$ cat config.mk
export PLATFORM = sky130hd
export DESIGN_NAME = camera_capture_ctrl
export DESIGN_NICKNAME = d
export VERILOG_FILES = /design/src/rtl/camera_capture_ctrl.sv
export SDC_FILE = /design/constraint.sdc
export NUM_CORES = 1
export LEC_CHECK = 0
export ABC_AREA = 1
export BUFFER_PORTS_ARGS = -buffer_cell sky130_fd_sc_hd__buf_2
export CORE_ASPECT_RATIO = 2
export CORE_MARGIN = 1
export CORE_UTILIZATION = 59
export CTS_CLUSTER_DIAMETER = 40
export DETAILED_ROUTE_END_ITERATION = 16
export PLACE_DENSITY = 0.91
export SYNTH_ARGS = -nofsm -noshare
export SYNTH_HDL_FRONTEND = slang
export SYNTH_SLANG_ARGS = --single-unit
$ cat constraint.sdc
create_clock -name clk_i -period 4 [get_ports clk_i]
set_input_delay 1 -clock clk_i [delete_from_list [all_inputs] [get_ports clk_i]]
set_output_delay 1 -clock clk_i [all_outputs]
set_load 0.01 [all_outputs]
$ cat src/rtl/camera_capture_ctrl.sv
// ---------------------------------------------------------------------------
// camera_capture_ctrl
//
// Capture sequencer that sits between the camera decoder pixel stream and
// the frame-buffer write FIFO. A software start arms the block. Capture then
// aligns to the next frame_start. Three 10-bit pixels are packed into each
// 32-bit FIFO word:
//   bit31   first word of the frame
//   bit30   last word of the frame (also set on partial flushes)
//   [29:0]  pixel slots 2..0
// A run ends after cfg_frames frames, or continues until abort when
// cfg_frames is 0.
//
// Ports
//   clk_i          clock, rising edge
//   reset_ni       asynchronous reset, active low
//   cmd_start_i    pulse: arm a capture run (only honoured in IDLE)
//   cmd_abort_i    pulse: stop immediately (flushes a partial word if any)
//   cfg_frames_i   frames per run, 0 = continuous
//   frame_start_i  pulse from decoder at start of frame
//   pix_valid_i    pixel strobe
//   pix_data_i     pixel value
//   fifo_full_i    downstream FIFO full
//   fifo_wr_o      FIFO write strobe
//   fifo_data_o    packed word (holds last written word)
//   busy_o         state != IDLE
//   frame_done_o   pulse with the write of a frame's last word
//   frames_done_o  frames completed in this run
//   err_overflow_o sticky: a word was dropped on fifo_full
//   err_short_o    sticky: frame_start before the frame was complete
//   err_long_o     sticky: pixels after a completed frame, before frame_start
// ---------------------------------------------------------------------------
module camera_capture_ctrl #(
    parameter int PIX_PER_FRAME = 463360,
    parameter int CNT_W         = 20,
    parameter int FRM_W         = 8
) (
    input  logic             clk_i,
    input  logic             reset_ni,
    input  logic             cmd_start_i,
    input  logic             cmd_abort_i,
    input  logic [FRM_W-1:0] cfg_frames_i,
    input  logic             frame_start_i,
    input  logic             pix_valid_i,
    input  logic [9:0]       pix_data_i,
    input  logic             fifo_full_i,
    output logic             fifo_wr_o,
    output logic [31:0]      fifo_data_o,
    output logic             busy_o,
    output logic             frame_done_o,
    output logic [FRM_W-1:0] frames_done_o,
    output logic             err_overflow_o,
    output logic             err_short_o,
    output logic             err_long_o
);

    localparam logic [1:0] S_IDLE  = 2'd0;
    localparam logic [1:0] S_ARMED = 2'd1;
    localparam logic [1:0] S_CAP   = 2'd2;
    localparam logic [1:0] S_FLUSH = 2'd3;

    localparam logic [CNT_W-1:0] LAST_CNT = CNT_W'(PIX_PER_FRAME - 1);

    logic [1:0]       state_q, state_d;
    logic [CNT_W-1:0] cnt_q, cnt_d;
    logic [1:0]       slot_q, slot_d;
    logic [29:0]      pack_q, pack_d;
    logic             first_q, first_d;
    // Set once a frame completes; arms long-frame detection in ARMED.
    logic             done_seen_q, done_seen_d;
    logic             wr_q, wr_d;
    logic [31:0]      data_q, data_d;
    logic             done_q, done_d;
    logic             busy_q, busy_d;
    logic [FRM_W-1:0] frames_q, frames_d;
    logic             ovf_q, ovf_d;
    logic             short_q, short_d;
    logic             long_q, long_d;

    // Working values: frame base (possibly restarted by frame_start this
    // cycle) that the incoming pixel is applied on top of.
    logic [CNT_W-1:0] cnt_b;
    logic [1:0]       slot_b;
    logic [29:0]      pack_b;
    logic             first_b;
    logic             take;
    logic [29:0]      pack_n;
    logic             is_last;
    logic             issue;
    logic [31:0]      word_v;

    always_comb begin
        state_d     = state_q;
        frames_d    = frames_q;
        ovf_d       = ovf_q;
        short_d     = short_q;
        long_d      = long_q;
        done_seen_d = done_seen_q;
        data_d      = data_q;
        wr_d        = 1'b0;
        done_d      = 1'b0;
        cnt_b       = cnt_q;
        slot_b      = slot_q;
        pack_b      = pack_q;
        first_b     = first_q;
        take        = 1'b0;
        pack_n      = '0;
        is_last     = 1'b0;
        issue       = 1'b0;
        word_v      = '0;

        case (state_q)
            S_IDLE: begin
                if (cmd_start_i) begin
                    state_d     = S_ARMED;
                    frames_d    = '0;
                    ovf_d       = 1'b0;
                    short_d     = 1'b0;
                    long_d      = 1'b0;
                    done_seen_d = 1'b0;
                end
            end
            S_ARMED: begin
                if (cmd_abort_i) begin
                    state_d = S_IDLE;
                end else if (frame_start_i) begin
                    state_d     = S_CAP;
                    done_seen_d = 1'b0;
                    cnt_b       = '0;
                    slot_b      = '0;
                    pack_b      = '0;
                    first_b     = 1'b1;
                    take        = pix_valid_i;
                end else if (pix_valid_i && done_seen_q) begin
                    long_d = 1'b1;
                end
            end
            S_CAP: begin
                if (cmd_abort_i) begin
                    state_d = (slot_q != 2'd0) ? S_FLUSH : S_IDLE;
                end else begin
                    if (frame_start_i) begin
                        // Short frame: flush what is packed, restart the frame.
                        short_d = 1'b1;
                        if (slot_q != 2'd0) begin
                            issue  = 1'b1;
                            word_v = {first_q, 1'b1, pack_q};
                        end
                        cnt_b   = '0;
                        slot_b  = '0;
                        pack_b  = '0;
                        first_b = 1'b1;
                    end
                    take = pix_valid_i;
                end
            end
            default: begin // S_FLUSH
                issue   = 1'b1;
                word_v  = {first_q, 1'b1, pack_q};
                state_d = S_IDLE;
                slot_b  = '0;
                pack_b  = '0;
            end
        endcase

        cnt_d   = cnt_b;
        slot_d  = slot_b;
        pack_d  = pack_b;
        first_d = first_b;

        if (take) begin
            pack_n = pack_b;
            case (slot_b)
                2'd0:    pack_n[9:0]   = pix_data_i;
                2'd1:    pack_n[19:10] = pix_data_i;
                default: pack_n[29:20] = pix_data_i;
            endcase
            is_last = (cnt_b == LAST_CNT);
            cnt_d   = (cnt_b == '1) ? cnt_b : cnt_b + 1'b1;
            if (slot_b == 2'd2 || is_last) begin
                issue   = 1'b1;
                word_v  = {first_b, is_last, pack_n};
                first_d = 1'b0;
                slot_d  = '0;
                pack_d  = '0;
            end else begin
                slot_d = slot_b + 2'd1;
                pack_d = pack_n;
            end
            if (is_last) begin
                done_d      = 1'b1;
                done_seen_d = 1'b1;
                frames_d    = (frames_q == '1) ? frames_q : frames_q + 1'b1;
                if (cfg_frames_i != '0 &&
                    ({1'b0, frames_q} + 1'b1) == {1'b0, cfg_frames_i})
                    state_d = S_IDLE;
                else
                    state_d = S_ARMED;
            end
        end

        // Dropped words still advance counting; only the write is lost.
        if (issue) begin
            if (fifo_full_i) begin
                ovf_d = 1'b1;
            end else begin
                wr_d   = 1'b1;
                data_d = word_v;
            end
        end

        busy_d = (state_d != S_IDLE);
    end

    always_ff @(posedge clk_i or negedge reset_ni) begin
        if (!reset_ni) begin
            state_q     <= S_IDLE;
            cnt_q       <= '0;
            slot_q      <= '0;
            pack_q      <= '0;
            first_q     <= 1'b0;
            done_seen_q <= 1'b0;
            wr_q        <= 1'b0;
            data_q      <= '0;
            done_q      <= 1'b0;
            busy_q      <= 1'b0;
            frames_q    <= '0;
            ovf_q       <= 1'b0;
            short_q     <= 1'b0;
            long_q      <= 1'b0;
        end else begin
            state_q     <= state_d;
            cnt_q       <= cnt_d;
            slot_q      <= slot_d;
            pack_q      <= pack_d;
            first_q     <= first_d;
            done_seen_q <= done_seen_d;
            wr_q        <= wr_d;
            data_q      <= data_d;
            done_q      <= done_d;
            busy_q      <= busy_d;
            frames_q    <= frames_d;
            ovf_q       <= ovf_d;
            short_q     <= short_d;
            long_q      <= long_d;
        end
    end

    assign fifo_wr_o      = wr_q;
    assign fifo_data_o    = data_q;
    assign busy_o         = busy_q;
    assign frame_done_o   = done_q;
    assign frames_done_o  = frames_q;
    assign err_overflow_o = ovf_q;
    assign err_short_o    = short_q;
    assign err_long_o     = long_q;

endmodule

# After elaboration in Yosys (flattened, before gate mapping)
# Cells that the tools add are included.
# word_totals
ff_bits	102
out_inout_bits	46
# classes
addsub	4
bitwise_logic	1
n_eq_ne	15
mux	75
reduce_logical	16
# op_table
operator	n
32-bit two-way mux	5
30-bit two-way mux	4
20-bit two-way mux	5
32-bit case mux with 2 select lines	1
30-bit case mux with 2 select lines	1
8-bit two-way mux	5
1-bit two-way mux	33
10-bit two-way mux	3
2-bit two-way mux	11
20-bit by 1-bit adder with 20-bit output, second input constant	1
20-bit by 19-bit == test with 1-bit output, second input constant	1
20-bit == test, second input constant	1
2-bit inequality test, second input constant	6
1-bit case mux with 2 select lines	5
8-bit by 1-bit adder with 9-bit output, second input constant	1
9-bit by 8-bit == test with 1-bit output	1
8-bit by 1-bit adder with 8-bit output, second input constant	1
8-bit == test, second input constant	1
2-bit nonzero test	4
8-bit nonzero test	1
2-bit case mux with 3 select lines	1
2-bit OR reduction	3
5-bit AND reduction	1
2-bit by 1-bit == test with 1-bit output, second input constant	2
other kinds (10)	13

# Longest topological paths before layout
# Gate-level depths: netlist (run 1).
# logic_depth
ltp_word	8
ltp_mapped	21

# Worst setup path after synthesis (run 1)
# Ideal clock, no wire load.
# synth_path
kind	input to register
start	in cmd_abort_i
end	reg data_q[0] (netlist: fifo_data_o[0])
path_stages	19
required_ps	3883
path_buffers	3
arrival_ps	3111
path_slack_ps	773
path_cell_list	inv_2 nand3_4 buf_2 buf_1 nand2_1 inv_1 ha_1 nand2_1 nor2_4 nand2_2 nor2_4 nand2_2 nand2_4 nand2_4 nand2_1 nand2_1 buf_2 nand2_1 nand2_1
# synth_between
elab_chain_len	7
elab_cells_between_ends	23
classes_between	eq/ne (2); mux (18); reduce/logical (3)
# synth_lines
item	line	text
from (decl)	41	input logic cmd_abort_i,
20-bit two-way mux or 2-bit two-way mux (tied branches)	139, 124	
20-bit two-way mux or 2-bit case mux with 2 select lines (tied branches)	--	
20-bit by 19-bit == test with 1-bit output or 2-bit == test (tied branches)	178, 180	
1-bit logical OR	180	if (slot_b == 2'd2 || is_last) begin
1-bit two-way mux	180	
1-bit two-way mux	171	if (take) begin
2-bit AND reduction (no source line)	--	
to (signal assigned)	239	data_q <= data_d;
to (decl)	72	logic [31:0] data_q, data_d;
# Several ways; a longest one is shown, not always the timed one.
# A chain may end at the register's enable or synchronous reset.

# Worst setup path in the final report (run 1)
# layout_path
start	in cmd_abort_i
end	reg data_q[27] (netlist: fifo_data_o[27])
# layout_between
elab_chain_len	7
elab_cells_between_ends	25
classes_between	eq/ne (3); mux (18); reduce/logical (4)
# layout_lines
item	line	text
20-bit two-way mux or 2-bit two-way mux (tied branches)	139, 124	
20-bit two-way mux or 2-bit case mux with 2 select lines (tied branches)	--	
20-bit by 19-bit == test with 1-bit output (tied with other cells)	178	is_last = (cnt_b == LAST_CNT);
1-bit logical OR or 2-bit OR reduction (tied branches)	--	
1-bit two-way mux or 10-bit two-way mux (tied branches)	180, 173	
1-bit two-way mux or 32-bit two-way mux (tied branches)	171, 180	
2-bit AND reduction (no source line) or 32-bit two-way mux (tied branches)	--	
# Several ways; a longest one is shown, not always the timed one.

==> metrics.yaml, run 1 <==
critical_path:
  crit_slowest_cell: "nand2_1"
  path_cells: "buf_2 > inv_2 > nand2_1 > nand2_1 > a21oi_1 > inv_1 > nor2_1 > inv_1 > ha_1 > inv_1 > nand2_4 > nand2_4 > nand2_1 > nand2_1 > buf_4 > nand2_1 > nand2_1"
  critPathKind: "in -> reg"
  arrival_ps: 3730
  cp_common_cell: "nand2_1"
  endpoint_kind: "flop"
  worstSetupStartpointType: "input port"
  cp_top_family: "simple AND/OR/NAND/NOR gates"
  cp_max_fo: 21
  max_stage_delay_ps: 350
  crit_required_ps: 4290
  worstPathBufferInverterCount: 6
clock_tree:
  clock_latency_ps: 350
  numCtsBuffers: 9
  post-cts-setup-buffers: 0
  cts_tree: "done"
  post_cts_resized: 0
  htreeDepth: 3
  clk_pin_slew_worst_paths_ps: 70
  cts_sinks: 102
  clockRootBuffer: "clkbuf_16"
  ctsHoldBuffers: 0
  cts.path.max_buffers: 2
detailed_routing:
  viasPerCell: 5.74
  drt-pass1-iter-count: 5
  drc: 0
  num_vias: 6463
  ant_nets: 0
  wl_per_cell_um: 16.2
  routed_wl_um: 18200
  first_iter_violations: 598
yosys:
  synth_edf_count: 0
  netlist_area_um2: 6260
  synth_area_per_cell_um2: 6.73
  ys_seq_area_frac: 0.408
  syn_inst: 930
  synth.distinct_cells: 33
  synthesis.nets: 964
  synth_most_common_cell: "nand2_1"
  ys_ff_latch: 102
  synth_top_area_share: 0.408
  synth_ff_type: "dfrtp_1"
  ys_top_cells_by_count: "380 x nand2_1, 102 x dfrtp_1, 89 x inv_1, 88 x nor2_1, 84 x nand3_1"
  yosys_warnings: 0
  synth_area_leader_cell: "dfrtp_1"
  async_reset_ff_frac: 1.00
  ys_top_cells_by_area: "dfrtp_1 41%, nand2_1 23%, nand3_1 6.7%"
grt:
  antenna_found_initial: 0
  grt-ovfl-total: 0
  grt_pass1_vias: 6200
  grt_pass1_wl_um: 29000
  grt_start_max_net_pins: 76
  grt_usage: 0.350
floorplan:
  fp.dieArea_um2: 11100
  io_pins: 71
  rows: 52
  die_h_um: 148
  coreArea_um2: 10200
  die_x_um: 74.9
  initial_core_util: 0.613
placement:
  dpl_cell_area_um2: 6700
  io_buffers: 70
  place_inst: 1109
  hpwlAfterDp_um: 13000
  gp_congestion: 1.02
final_layout:
  syn_to_final_growth_pct: 11.9
  fillers: 860
  num-nets-final: 1019
  stdcell_area_um2: 7010
  antenna_cells: 0
  drive_above_1_share: 0.126
  fin_cells: 1125
sta:
  layout_worst_path_cycle_share: 0.861
  fin_crit_ps: 3440
  maxSlewViolCount: 0
  hold_viol: 0
  fin_worst_skew_ps: 6.83
  rsz0062_at_grt: "false"
  setup_viol_count_final: 0
  tns_ps: 0
  slew_headroom: 0.530
  max_slew.worst_pin.slew_ps: 704
  fmax_ghz: 0.290
power_and_ir_drop:
  peakVddDrop_mv: 0.263
  p_per_area_nw_per_um2: 433
  leakage_nw: 3.76
outcome:
  status: "completed"
min_path:
  hold_path.class: "reg -> reg"
job:
  maxCapViolations: 0
==> flip-flops by register name, indices dropped and copies added (netlist names) <==
register and flops:
err_short_o 1, busy_o 1, fifo_data_o 32, pack_q 30, fifo_wr_o 1, state_q 2, err_overflow_o 1, frame_done_o 1
slot_q 2, frames_done_o 8, cnt_q 20, first_q 1, err_long_o 1, done_seen_q 1
==> stage by stage <==
step                utilization  power [mW]  worst slack (ps)  hold WS [ps]
detailed placement        0.656        2.11               340           461
global placement          0.656        2.09               436           458
floorplan                     -        1.82               773           464
global route              0.686        3.17               313           498
CTS                       0.686        3.01               627           480
finish                    0.686        3.03               555           477
==> layout make-up <==
cell class                 instances  area [um2]  share of cell area
sequential                       102        2550               0.364
inverter                          96         360              0.0514
clock inverter                     7        82.6              0.0118
timing repair buffer              86         473              0.0675
clock buffer                       9         225              0.0321
multi-input combinational        690        3140               0.449
tap                              135         169              0.0241
==> tightest hold or removal path, stage by stage (launching register included) <==
cell	delay, ps
dfrtp_1	340
nand2_1	50
nand2_1	50
==> cell usage in the layout, fill, tap and decap left out <==
cell | synthesis | layout
clkbuf_16 | 0 | 9
o211ai_1 | 1 | 1
nand2_4 | 3 | 3
nor2_2 | 3 | 3
a21oi_4 | 1 | 1
nand3_4 | 1 | 1
inv_2 | 6 | 7
nand4_1 | 12 | 12
bufinv_16 | 0 | 1
buf_4 | 0 | 17
a21boi_0 | 1 | 1
a21oi_1 | 9 | 9
xor2_1 | 17 | 17
buf_2 | 21 | 69
o21ai_0 | 47 | 47
and2_1 | 2 | 2
nand2_1 | 380 | 380
o31ai_1 | 3 | 3
nand3_1 | 84 | 84
nand2_2 | 6 | 6
xnor2_1 | 1 | 1
inv_6 | 0 | 1
nand3b_1 | 2 | 2
dfrtp_1 | 102 | 102
clkinvlp_4 | 0 | 2
inv_8 | 0 | 1
o21bai_1 | 1 | 1
nor2_4 | 2 | 2
inv_1 | 89 | 88
o221ai_1 | 1 | 1
o32ai_1 | 8 | 8
o22ai_1 | 3 | 3
nor2_1 | 88 | 88
nor3_1 | 5 | 5
ha_1 | 9 | 9
clkinv_4 | 0 | 2
clkinv_1 | 1 | 1
==> logic make-up (layout without fill, tap and decap cells) <==
logic type,Yosys count,in the layout,share of synthesized area
AND/OR/NAND/NOR,588,588,0.389
adder cells (fa/ha/maj),9,9,0.0180
AO/OA/AOI/OAI,75,75,0.0701
buffers and inverters,138,198,0.0905
flip-flops,102,102,0.408
XOR/XNOR,18,18,0.0252
==> metal layers <==
layer | global-route usage | part of all wire | vias to the layer above
li1 | - | - | 3009
met1 | 0.373 | 0.35 | 2959
met2 | 0.585 | 0.50 | 362
met3 | 0.0613 | 0.061 | 133
met4 | 0.273 | 0.086 | 0
met5 | 0 | 0 | -
==> power by group <==
group,switching (mW),internal (mW)
sequential,0.0453,1.10
clock,0.421,0.495
combinational,0.722,0.246
==> path summary, 6_finish.rpt <==
kind / start / endpoint / slack (ps) / cells after the start
worst max-delay path: cmd_abort_i / fifo_data_o[27]$_DFFE_PN0P_ / 560 / 17
worst min-delay path: fifo_data_o[5]$_DFFE_PN0P_ / fifo_data_o[5]$_DFFE_PN0P_ / 480 / 2
worst max register to register: state_q[0]$_DFF_PN0_ / fifo_data_o[27]$_DFFE_PN0P_ / 640 / 16
worst min register to register: fifo_data_o[5]$_DFFE_PN0P_ / fifo_data_o[5]$_DFFE_PN0P_ / 480 / 2
max in group asynchronous: reset_ni / fifo_data_o[14]$_DFFE_PN0P_ / 2580 / 2
min in group asynchronous: reset_ni / cnt_q[17]$_DFF_PN0_ / 560 / 1
Note: power is estimated with default switching activity, not from simulation.
==> run 2: changes to the inputs <==
Settings changed: BUFFER_PORTS_ARGS -buffer_cell sky130_fd_sc_hd__buf_2 to not set, CORE_ASPECT_RATIO 2 to not set, CORE_UTILIZATION 59 to 52, DONT_BUFFER_PORTS set to 1, PLACE_DENSITY 0.91 to 0.78.
==> run 2 against run 1 <==
Against the previous run:
- the flow now finishes with violations (DRC)
- worst hold slack got worse by 140 ps
- sequential power is essentially flat
- combinational power is 14% lower
- final cell count decreased by 5.9%
- critical endpoint is now fifo_data_o[31]$_DFFE_PN0P_
- highest routed layer unchanged
==> metrics.yaml, run 2 (synthesis results as in run 1) <==
outcome:
  status: "finished with violations"
  violations: "DRC"
sta:
  tns_ps: 0  # unchanged
  slew_headroom: 0.701  # +0.171
  rsz0062_at_grt: "false"
  layout_worst_path_cycle_share: 0.878  # +0.0172
  fin_crit_ps: 3510  # +68.7 ps
  maxSlewViolCount: 0  # unchanged
  fin_worst_skew_ps: 13.7  # +6.88 ps
  setup_ws_ps: 486  # -68.7 ps
  setup_viol_count_final: 0  # unchanged
  fmax_ghz: 0.285  # -2.0%
  hold_slack_ps: 338  # -138 ps
  max_slew.worst_pin.slew_ps: 447  # -257 ps
  hold_viol: 0  # unchanged
critical_path:
  max_stage_delay_ps: 440  # +90 ps
  worstSetupStartpointType: "flop"
  cp_common_cell: "nand2_1"
  endpoint_kind: "flop"
  crit_required_ps: 4300  # about the same
  cp_max_fo: 33  # +57%
  arrival_ps: 3810  # +80 ps
  path_cells: "inv_1 > ha_1 > nand3_4 > nand2_1 > inv_1 > ha_1 > nand2_1 > nor2_4 > nand2_2 > nor2_4 > nand2_2 > nand2_4 > nand2_4 > a21oi_4 > buf_4 > nand2_1 > nand2_1"
  critPathKind: "reg -> reg"
  crit_slowest_cell: "dfrtp_1"
final_layout:
  num-nets-final: 945  # -7.3%
  final_common_cell: "nand2_1"
  post-route-util: 0.574  # -0.111
  syn_to_final_growth_pct: 6.07
  largest_reg_flops: 32  # unchanged
  mostFrequentLayoutCells: "380 x nand2_1, 102 x dfrtp_1, 88 x inv_1, 88 x nor2_1, 84 x nand3_1"
  drive_above_1_share: 0.0557  # -0.0706
  antenna_cells: 0  # unchanged
  fillers: 1095  # +27%
floorplan:
  die_x_um: 112  # +49%
  coreArea_um2: 11600  # +13%
  rows: 39  # -25%
  initial_core_util: 0.542  # -0.0716
  fp.dieArea_um2: 12500  # +13%
  io_pins: 71  # unchanged
  die_h_um: 112  # -24%
power_and_ir_drop:
  switchingPower_mw: 1.09  # -8.5%
  leakage_nw: 3.40  # -9.5%
  power_frac_comb: 0.285  # -0.034
  finalPower_mw: 2.94  # -3.2%
  pwr-share-seq: 0.397  # +0.018
  pwr-share-clk: 0.318  # +0.016
  p_int_mw: 1.85  # +0.20%
  swShare: 0.370  # -0.0214
  p_per_area_nw_per_um2: 442  # +2.1%
  peakVddDrop_mv: 0.198  # -25%
clock_tree:
  post-cts-setup-buffers: 0  # unchanged
  htreeDepth: 3  # unchanged
  clockRootBuffer: "clkbuf_16"
  cts.path.max_buffers: 2  # unchanged
  clk_pin_slew_worst_paths_ps: 70  # about the same
  cts_sinks: 102  # unchanged
  ctsHoldBuffers: 0  # unchanged
  clock_latency_ps: 360  # about the same
  numCtsBuffers: 9  # unchanged
  cts_tree: "done"
  post_cts_resized: 0  # unchanged
placement:
  io_buffers: 0  # -100%
  place_ws_ps: 363  # +23.4 ps
  gp_congestion: 0.911  # -11%
  hpwlAfterDp_um: 9740  # -25%
grt:
  grt_usage: 0.248  # -0.102
  grt_pass1_wl_um: 25000  # -14%
  antenna_found_initial: 0  # unchanged
  grt_start_max_net_pins: 103  # +36%
  grt-ovfl-total: 0  # unchanged
  grt_pass1_vias: 5208  # -16%
detailed_routing:
  routed_wl_um: 14600  # -20%
  first_iter_violations: 484  # -19%
  num_vias: 5577  # -14%
  viasPerCell: 5.27  # -8.3%
  ant_nets: 0  # unchanged
  wl_per_cell_um: 13.8  # -15%
  drt-pass1-iter-count: 11  # +6
  drc: 3  # +3
min_path:
  hold_path.class: "in -> async"
job:
  maxCapViolations: 0  # unchanged
## run 2: area by class of cell
cell class	instances	area [um2]	area share
multi-input cells	690	3140	0.473
flip-flops and latches	102	2550	0.384
inverters	96	360	0.0542
clock buffers	11	253	0.0380
well taps	143	179	0.0269
repair buffers	12	90.1	0.0136
clock inverters	5	65.1	0.00979
## run 2: per-layer routing
metal	vias to the layer above	share of wire	track usage
li1	2871	-	-
met1	2500	0.46	0.336
met2	172	0.46	0.383
met3	34	0.061	0.0561
met4	0	0.024	0.105
met5	-	0	0
## run 2: worst max-delay path, delay by kind of cell, from the launching register on
kind | cells | cell delay [ps]
adders and majority gates | 2 | 640
buffers and inverters | 3 | 560
AOI/OAI and AO/OA | 1 | 210
DFF | 1 | 440
and+or+nand+nor | 11 | 1610
## run 2: path summary, 6_finish.rpt
check / startpoint / end / slack, ps / cells past startpoint
min in group clk_i: done_seen_q$_DFF_PN0_ / done_seen_q$_DFF_PN0_ / 510 / 2
min reg2reg: done_seen_q$_DFF_PN0_ / done_seen_q$_DFF_PN0_ / 510 / 2
max: state_q[0]$_DFF_PN0_ / fifo_data_o[31]$_DFFE_PN0P_ / 490 / 17
max in group asynchronous: reset_ni / pack_q[14]$_DFF_PN0_ / 3530 / 0
min: reset_ni / cnt_q[7]$_DFF_PN0_ / 340 / 0
max reg2reg: state_q[0]$_DFF_PN0_ / fifo_data_o[31]$_DFFE_PN0P_ / 490 / 17
## run 2: per-stage QoR
stage                     cell area (um2)  cells
after CTS                            6640   1059
after global routing                 6640   1059
after global placement               6330   1043
after detailed placement             6330   1043
final                                6640   1059
after floorplan                      6260    930
## run 2: power groups by stage
stage          Clock [mW]  Sequential (mW)  Combinational [mW]
2_1_floorplan           0             1.17               0.645
3_3_place_gp            0             1.19               0.828
3_5_place_dp            0             1.19               0.830
4_1_cts             0.943             1.17               0.836
5_1_grt             0.987             1.18               0.940
6_report            0.933             1.17               0.837
